[config.mk]
export PLATFORM = sky130hd
export DESIGN_NAME = piece_x_ctrl
export DESIGN_NICKNAME = d
export VERILOG_FILES = /design/src/rtl/piece_x_pkg.sv /design/src/rtl/piece_x_ctrl_bounds.sv /design/src/rtl/piece_x_ctrl.sv
export SDC_FILE = /design/constraint.sdc
export NUM_CORES = 1
export LEC_CHECK = 0
export ABC_AREA = 1
export CAP_MARGIN = 10
export CORE_MARGIN = 2
export CORE_UTILIZATION = 46
export CTS_CLUSTER_DIAMETER = 30
export CTS_CLUSTER_SIZE = 24
export DETAILED_ROUTE_END_ITERATION = 8
export PLACE_DENSITY = 0.76
export SYNTH_ARGS = -nofsm -noshare
export SYNTH_HDL_FRONTEND = slang
export SYNTH_SLANG_ARGS = --single-unit
[constraint.sdc]
create_clock -name clk -period 2.4 [get_ports clk]
set_input_delay 0.48 -clock clk [delete_from_list [all_inputs] [get_ports clk]]
set_output_delay 0.48 -clock clk [all_outputs]
set_load 0.02 [all_outputs]
[src/rtl/piece_x_pkg.sv]
// ---------------------------------------------------------------
// piece_x_pkg : shared widths and FSM encoding for piece motion
// Revision    : 1.0
// ---------------------------------------------------------------
`default_nettype none

package piece_x_pkg;
  localparam int COLS = 10;
  localparam int X_W  = 4;
  localparam int PW_W = 3;

  localparam logic [2:0] S_IDLE   = 3'd0;
  localparam logic [2:0] S_CHECK  = 3'd1;
  localparam logic [2:0] S_ERASE  = 3'd2;
  localparam logic [2:0] S_WAIT_E = 3'd3;
  localparam logic [2:0] S_UPDATE = 3'd4;
  localparam logic [2:0] S_DRAW   = 3'd5;
  localparam logic [2:0] S_WAIT_D = 3'd6;
  localparam logic [2:0] S_ACK    = 3'd7;

  typedef enum logic [2:0] {
    IDLE   = S_IDLE,
    CHECK  = S_CHECK,
    ERASE  = S_ERASE,
    WAIT_E = S_WAIT_E,
    UPDATE = S_UPDATE,
    DRAW   = S_DRAW,
    WAIT_D = S_WAIT_D,
    ACK    = S_ACK
  } state_t;
endpackage

`default_nettype wire

[src/rtl/piece_x_ctrl_bounds.sv]
// ---------------------------------------------------------------
// piece_x_bounds : decides whether a requested one-column move is legal
// Revision       : 1.0
// ---------------------------------------------------------------
`default_nettype none

module piece_x_bounds
  import piece_x_pkg::*;
#(
  parameter int COLS_P = COLS,
  parameter int X_W_P  = X_W,
  parameter int PW_W_P = PW_W
) (
  input  logic [X_W_P-1:0]  x_pos,
  input  logic [PW_W_P-1:0] piece_w,
  input  logic              req_l,
  input  logic              req_r,
  input  logic              blocked_l,
  input  logic              blocked_r,
  output logic              legal,
  output logic              dir
);

  // One extra bit so the right edge sum can never wrap.
  logic [X_W_P:0] right_edge;
  logic           ok_l;
  logic           ok_r;

  assign right_edge = {1'b0, x_pos} + (X_W_P+1)'(piece_w);
  assign ok_l       = (x_pos != '0) && !blocked_l;
  assign ok_r       = (right_edge < (X_W_P+1)'(COLS_P)) && !blocked_r;
  assign legal      = (req_l ^ req_r) && (req_l ? ok_l : ok_r);
  assign dir        = req_r;

endmodule

`default_nettype wire

[src/rtl/piece_x_ctrl.sv]
// ---------------------------------------------------------------
// piece_x_ctrl : applies left/right requests to the piece column and
//                sequences erase/redraw through the draw engine
// Revision     : 1.0
// ---------------------------------------------------------------
`default_nettype none

module piece_x_ctrl
  import piece_x_pkg::*;
#(
  parameter int COLS_P = COLS,
  parameter int X_W_P  = X_W,
  parameter int PW_W_P = PW_W
) (
  input  logic              clk,
  input  logic              resetn,
  input  logic [3:0]        move_l,
  input  logic [3:0]        move_r,
  input  logic              spawn,
  input  logic [X_W_P-1:0]  spawn_x,
  input  logic [PW_W_P-1:0] piece_w,
  input  logic              blocked_l,
  input  logic              blocked_r,
  input  logic              draw_done,
  output logic [X_W_P-1:0]  x_pos,
  output logic              draw_req,
  output logic              erase,
  output logic              already_moved,
  output logic              busy
);

  state_t state;
  logic   req_l;
  logic   req_r;
  logic   legal;
  logic   dir;
  logic   dir_right;

  assign req_l = |move_l;
  assign req_r = |move_r;

  piece_x_bounds #(
    .COLS_P (COLS_P),
    .X_W_P  (X_W_P),
    .PW_W_P (PW_W_P)
  ) u_bounds (
    .x_pos     (x_pos),
    .piece_w   (piece_w),
    .req_l     (req_l),
    .req_r     (req_r),
    .blocked_l (blocked_l),
    .blocked_r (blocked_r),
    .legal     (legal),
    .dir       (dir)
  );

  // Outputs are set on the edge entering each state so they line up with it.
  always_ff @(posedge clk or negedge resetn) begin
    if (!resetn) begin
      state         <= IDLE;
      x_pos         <= '0;
      draw_req      <= 1'b0;
      erase         <= 1'b0;
      already_moved <= 1'b0;
      busy          <= 1'b0;
      dir_right     <= 1'b0;
    end else begin
      case (state)
        IDLE: begin
          if (spawn) begin
            x_pos <= spawn_x;
          end else if (req_l || req_r) begin
            state <= CHECK;
            busy  <= 1'b1;
          end
        end
        CHECK: begin
          if (legal) begin
            state     <= ERASE;
            draw_req  <= 1'b1;
            erase     <= 1'b1;
            dir_right <= dir;
          end else begin
            state         <= ACK;
            already_moved <= 1'b1;
          end
        end
        ERASE: begin
          draw_req <= 1'b0;
          state    <= WAIT_E;
        end
        WAIT_E: begin
          if (draw_done) begin
            erase <= 1'b0;
            state <= UPDATE;
          end
        end
        UPDATE: begin
          x_pos    <= dir_right ? x_pos + X_W_P'(1) : x_pos - X_W_P'(1);
          draw_req <= 1'b1;
          state    <= DRAW;
        end
        DRAW: begin
          draw_req <= 1'b0;
          state    <= WAIT_D;
        end
        WAIT_D: begin
          if (draw_done) begin
            already_moved <= 1'b1;
            state         <= ACK;
          end
        end
        ACK: begin
          // The upstream latch clears once it sees the acknowledge.
          if (!req_l && !req_r) begin
            already_moved <= 1'b0;
            busy          <= 1'b0;
            state         <= IDLE;
          end
        end
        default: begin
          state <= IDLE;
        end
      endcase
    end
  end

endmodule

`default_nettype wire

* Yosys cells after proc, flatten, opt, wreduce, memory -nomap -nowiden
Cells that the tools add are included.
** Word-level totals
- Register bits after elaboration :: 12
- Input bits :: 21
- Output and inout bits :: 8
- Logic and storage cells :: 75
** Cells by class
- $add $sub $neg :: 3
- $lt $le $gt $ge :: 1
- Eq/ne operators :: 15
- Muxes and demuxes :: 22
- Bitwise operators :: 1
- Reduce and logical (&&, ||, !) cells :: 26
** Operators by type and width (count)
- 3-bit one-hot mux with 8 select lines :: 1
- 3-bit two-way mux :: 6
- 2-bit != test, second input constant :: 8
- 3-bit equality test, second input constant :: 4
- 1-bit two-way mux :: 8
- 4-bit two-way mux :: 2
- 4-bit one-hot mux with 2 select lines :: 1
- 4-bit AND reduction :: 2
- 4-bit OR reduction :: 2
- 3-bit by 2-bit equality test with 1-bit output, second input constant :: 2
- 1-bit one-hot mux with 3 select lines :: 2
- 2-bit AND reduction :: 3
- 2-bit nonzero test :: 3
- 3-bit nonzero test :: 2
- 4-bit by 3-bit adder with 5-bit output :: 1
- 5-bit by 4-bit less-than comparator with 1-bit output, second input constant :: 1
- 5-bit AND reduction :: 1
- 4-bit by 1-bit adder with 4-bit output, second input constant :: 1
- 1-bit logical AND :: 4
- 1-bit zero test :: 4
- 1-bit one-hot mux with 2 select lines :: 2
- 4-bit nonzero test :: 1
- 4-bit by 1-bit subtractor with 4-bit output, second input constant :: 1
- 3-bit by 1-bit equality test with 1-bit output, second input constant :: 1
- other kinds (5) :: 5

* Depth between registers and ports, before layout
- Depth after elaboration :: 7
- Mapped depth :: 13
- Gate-level depth less buffers :: 13

* By module
From an unflattened synthesis, not the netlist that was laid out.
** Second synthesis, totals
- Cell total of the unflattened synthesis :: 146
- Area total of the unflattened synthesis :: 1081.0 um^2
** By module, submodules not included
- piece_x_ctrl :: times used 1, cells an instance 116, area each 913.4 um^2, sequential area each 300.3 um^2
- piece_x_bounds :: times used 1, cells an instance 30, area each 167.7 um^2, sequential area each 0.0 um^2

* Worst setup path after synthesis
No wires, ideal clock.
- Kind :: register -> register
- From :: register x_pos[1]
- To :: register already_moved
- Library setup time :: 0.117 ns
- Arrival time :: 1.697 ns
- Required time :: 2.283 ns
- Path slack :: 0.586 ns
- Stages on the path, launching flop included :: 12
- Path buffers :: 0
- Clock period less this slack :: 1.814 ns
- Path through :: dfrtp_1 -> inv_1 -> fa_1 -> xor2_1 -> nand2_1 -> nand3_1 -> nand2_1 -> nand2_2 -> nand3_4 -> nand2_1 -> nand2_1 -> nand2_1
** On the way
- Cells in the longest elaborated chain, start to end :: 7
- Elaborated cells on any way between the ends :: 9
- Classes of those cells :: add/sub: 1; order compare: 1; eq/ne: 1; mux: 1; reduce/logical: 5
** Ends and longest elaborated chain
- start: declaration :: line piece_x_ctrl.sv:25 : output logic [X_W_P-1:0] x_pos,
- start signal: assignment :: line piece_x_ctrl.sv:71 : x_pos <= spawn_x;
- start signal: assignment :: line piece_x_ctrl.sv:99 : x_pos <= dir_right ? x_pos + X_W_P'(1) : x_pos - X_W_P'(1);
- 4-bit by 3-bit adder with 5-bit output :: line piece_x_ctrl_bounds.sv:29 : assign right_edge = {1'b0, x_pos} + (X_W_P+1)'(piece_w);
- 5-bit by 4-bit less-than comparator with 1-bit output :: line piece_x_ctrl_bounds.sv:31 : assign ok_r = (right_edge < (X_W_P+1)'(COLS_P)) && !blocked_r;
- 1-bit logical AND :: line piece_x_ctrl_bounds.sv:31
- 1-bit two-way mux (*) :: line piece_x_ctrl_bounds.sv:32 : assign legal = (req_l ^ req_r) && (req_l ? ok_l : ok_r);
- 1-bit logical AND (*) :: line piece_x_ctrl_bounds.sv:32
- 2-bit != test (no line) (*)
- 4-bit AND reduction (no line) (*)
- end signal: assignment :: line piece_x_ctrl.sv:64 : already_moved <= 1'b0;
- end signal: assignment :: line piece_x_ctrl.sv:85 : already_moved <= 1'b1;
- end signal: assignment :: line piece_x_ctrl.sv:109 : already_moved <= 1'b1;
- end: declaration :: line piece_x_ctrl.sv:28 : output logic already_moved,
Mark *: on every way between the ends. The rest lies on a longest branch, timed or not.
A chain may end at the register's enable or synchronous reset.

* Worst setup path in the final report
- From :: input move_r[1]
- To :: register state[2]
** On the way
- Cells in the longest elaborated chain, start to end :: 5
- Elaborated cells on any way between the ends :: 11
- Classes of those cells :: eq/ne: 2; mux: 2; bitwise: 1; reduce/logical: 6
** Ends and longest elaborated chain
- start: declaration :: line piece_x_ctrl.sv:18 : input logic [3:0] move_r,
- 4-bit OR reduction (*) :: line piece_x_ctrl.sv:40 : assign req_r = |move_r;
- 1-bit bitwise XOR or 1-bit zero test (tied branches) :: line piece_x_ctrl_bounds.sv:32, piece_x_ctrl.sv:115
- 1-bit logical AND, on equally long branches :: line piece_x_ctrl_bounds.sv:32, piece_x_ctrl.sv:115
- 3-bit two-way mux or 2-bit != test (tied branches)
- 3-bit one-hot mux with 8 select lines or 5-bit AND reduction (tied branches)
- end signal: assignment :: line piece_x_ctrl.sv:73 : state <= CHECK;
- end signal: assignment :: line piece_x_ctrl.sv:79 : state <= ERASE;
- end signal: assignment :: line piece_x_ctrl.sv:84 : state <= ACK;
- end: declaration :: line piece_x_ctrl.sv:32 : state_t state;
Marked as above.

==> qor.yml <==
fillCellCount: 174
hold_path.class: "reg2reg"
crit_chain: "clkdlybuf4s50_1 -> nor4_1 -> ha_1 -> inv_1 -> nand2_2 -> nand2_4 -> nor2_4 -> nand2_2 -> a21oi_1 -> a21oi_1"
cts_tree: "done"
worst-slew-pin-transition_ns: 0.580
power_density_nw_per_um2: 1200
crit_arrival_ns: 2.21
finalSetupTns_ns: 0
drcViolationCount: 0
clk_path_buf_depth: 2
worstSkewPairLatency_ns: 0.29
postCtsHoldBufs: 0
top_level_ports: 29
grt_usage_pct: 22.8
port_buffers: 28
synthCells: 126
cts_setup_buffers: 0
wirelength_mm: 2.46
grt_max_degree: 13
layout_common_cells: "nand2_1, clkdlybuf4s50_1, inv_1, nor2_1, dfrtp_1"
cts_made_buffers: 3
cts-root-buf: "clkbuf_4"
synth_fp_nets: 154
max-cap-violations: 0
die_h_um: 49.8
start_kind: "input pin"
grt_setup_unrepaired: "no"
power_leakage_nw: 0.616
finalMaxSlewViolations: 0
crit_slowest_cell: "clkdlybuf4s50_1"
wire_per_inst_um: 13.2
via_per_inst: 5.13
clk_pin_slew_ns: 0.08
fin_skew_ns: 0.000589
required_ns: 2.58
crit_type: "in2reg"
post_synth.cell_area_avg_um2: 7.67
die_area_um2: 2480
drtPass1Iterations: 4
drtIter0Drc: 14
antenna_found_initial: 0
die_w_um: 49.8
path_buf_inv: 2
grt_pass1_wl_mm: 4.24
regArea_um2: 300
max_stage_delay_ns: 0.39
status: "complete, no violations"
first_global_vias: 927
numClockSinks: 12
crit_path_end_kind: "flop"
fin_hold_ws_ns: 0.520
ir_worst_vdd_mv: 0.640
htree_levels: 1
hpwlAfterDp_mm: 1.98
synthDistinctLibCells: 30
synth_area_um2: 966
worstPathMaxFanout: 4
area_delta_synth_final_pct: 37.0
drive_gt1_share_pct: 16.4
fmax_mhz: 492
grt-ovfl-total: 0
worst_slew_margin_rel_pct: 61.2
drtAntennaViolNets: 0
design.core.area_um2: 1960
cts_resized: 0
fin_crit_ns: 2.03
ys_seq_elements: 12
finalSetupViolations: 0
place_congestion: 0.838
multi_input_area_um2: 602
ys.warnings.count: 0
seq_area_frac_synth_pct: 31.1
n_antenna_cell: 0
final_nets: 188
start_util_pct: 49.2
vias: 954
fin_crit_sh_pct: 84.7
rows: 16
hold_violations: 0
path_delay_family: "simple AND/OR/NAND/NOR gates"
## synth_stat cells
cell | instances | area [um^2]
xnor2_1 | 3 | 26.3
nand3_1 | 6 | 30.0
o21ai_1 | 2 | 10.0
inv_1 | 13 | 48.8
nand2_2 | 8 | 50.1
ha_1 | 5 | 62.6
o211ai_1 | 2 | 15.0
o31ai_1 | 1 | 7.51
nor2_4 | 3 | 33.8
fa_1 | 2 | 40.0
o21a_1 | 1 | 7.51
clkinv_1 | 1 | 3.75
a211oi_1 | 1 | 7.51
nor2_2 | 2 | 12.5
o22a_1 | 1 | 8.76
o22ai_2 | 1 | 12.5
nand3_4 | 1 | 17.5
a21oi_1 | 9 | 45.0
a31oi_1 | 1 | 6.26
nand2_4 | 1 | 11.3
o21ai_0 | 1 | 5.00
xor2_1 | 1 | 8.76
nor4_1 | 1 | 6.26
dfrtp_1 | 12 | 300
a21oi_2 | 1 | 8.76
inv_2 | 3 | 11.3
nand2_1 | 28 | 105
nand3_2 | 1 | 10.0
nor3_1 | 1 | 5.00
nor2_1 | 13 | 48.8
## path summary, 6_finish.rpt
kind / from / end / slack, ns / depth (start not counted)
max in group asynchronous: resetn / x_pos[0] / 1.47 / 1
max reg2reg: x_pos[1] / dir_right / 0.55 / 10
min reg2reg: busy / busy / 0.52 / 1
max: move_r[1] / state[2] / 0.37 / 10
min in group asynchronous: resetn / state[1] / 0.56 / 1
min: busy / busy / 0.52 / 1
## final cells by class
type	instances	area share, %
Tap cell	27	2.55
Clock buffer	4	2.74
Inverter	17	4.82
Sequential cell	12	22.7
Timing Repair Buffer	29	21.7
Multi-Input combinational cell	97	45.5
## kinds of logic after synthesis
family / share of synthesized area [%]
AND/OR/NAND/NOR: 34.2
flip-flops: 31.1
XOR/XNOR: 3.63
AO/OA/AOI/OAI: 13.9
adder cells (fa/ha/maj): 10.6
buffers and inverters: 6.61
## flip-flops by register name (all words and copies together) (netlist names)
name,count
already_moved,1
busy,1
dir_right,1
draw_req,1
erase,1
state,3
x_pos,4
## report_power, final
group | switching, mW | internal (mW)
clock | 0.0788 | 0.0925
sequential | 0.132 | 0.296
combinational | 0.558 | 0.435
## layer usage
layer / share of wire (%) / vias up / global-route usage, %
met4: 1.9 / 0 / 9.72
li1: - / 478 / -
met1: 43 / 435 / 26.5
met5: 0 / - / 0
met2: 48 / 36 / 39.1
met3: 6.9 / 5 / 6.36
## through the flow
| step | power (mW) | instances | worst slack [ns] | utilization (%) | cell area, um^2 |
|---|---|---|---|---|---|
| 2_1_floorplan | 1.11 | 126 | 0.586 | - | 966 |
| 4_1_cts | 1.60 | 186 | 0.355 | 67.5 | 1320 |
| 3_5_place_dp | 1.42 | 182 | 0.0703 | 65.6 | 1290 |
| 6_report | 1.59 | 186 | 0.366 | 67.5 | 1320 |
| 3_3_place_gp | 1.37 | 182 | 0.108 | 65.6 | 1290 |
| 5_1_grt | 1.73 | 186 | 0.222 | 67.5 | 1320 |
Power figures use the tool's default switching activity.
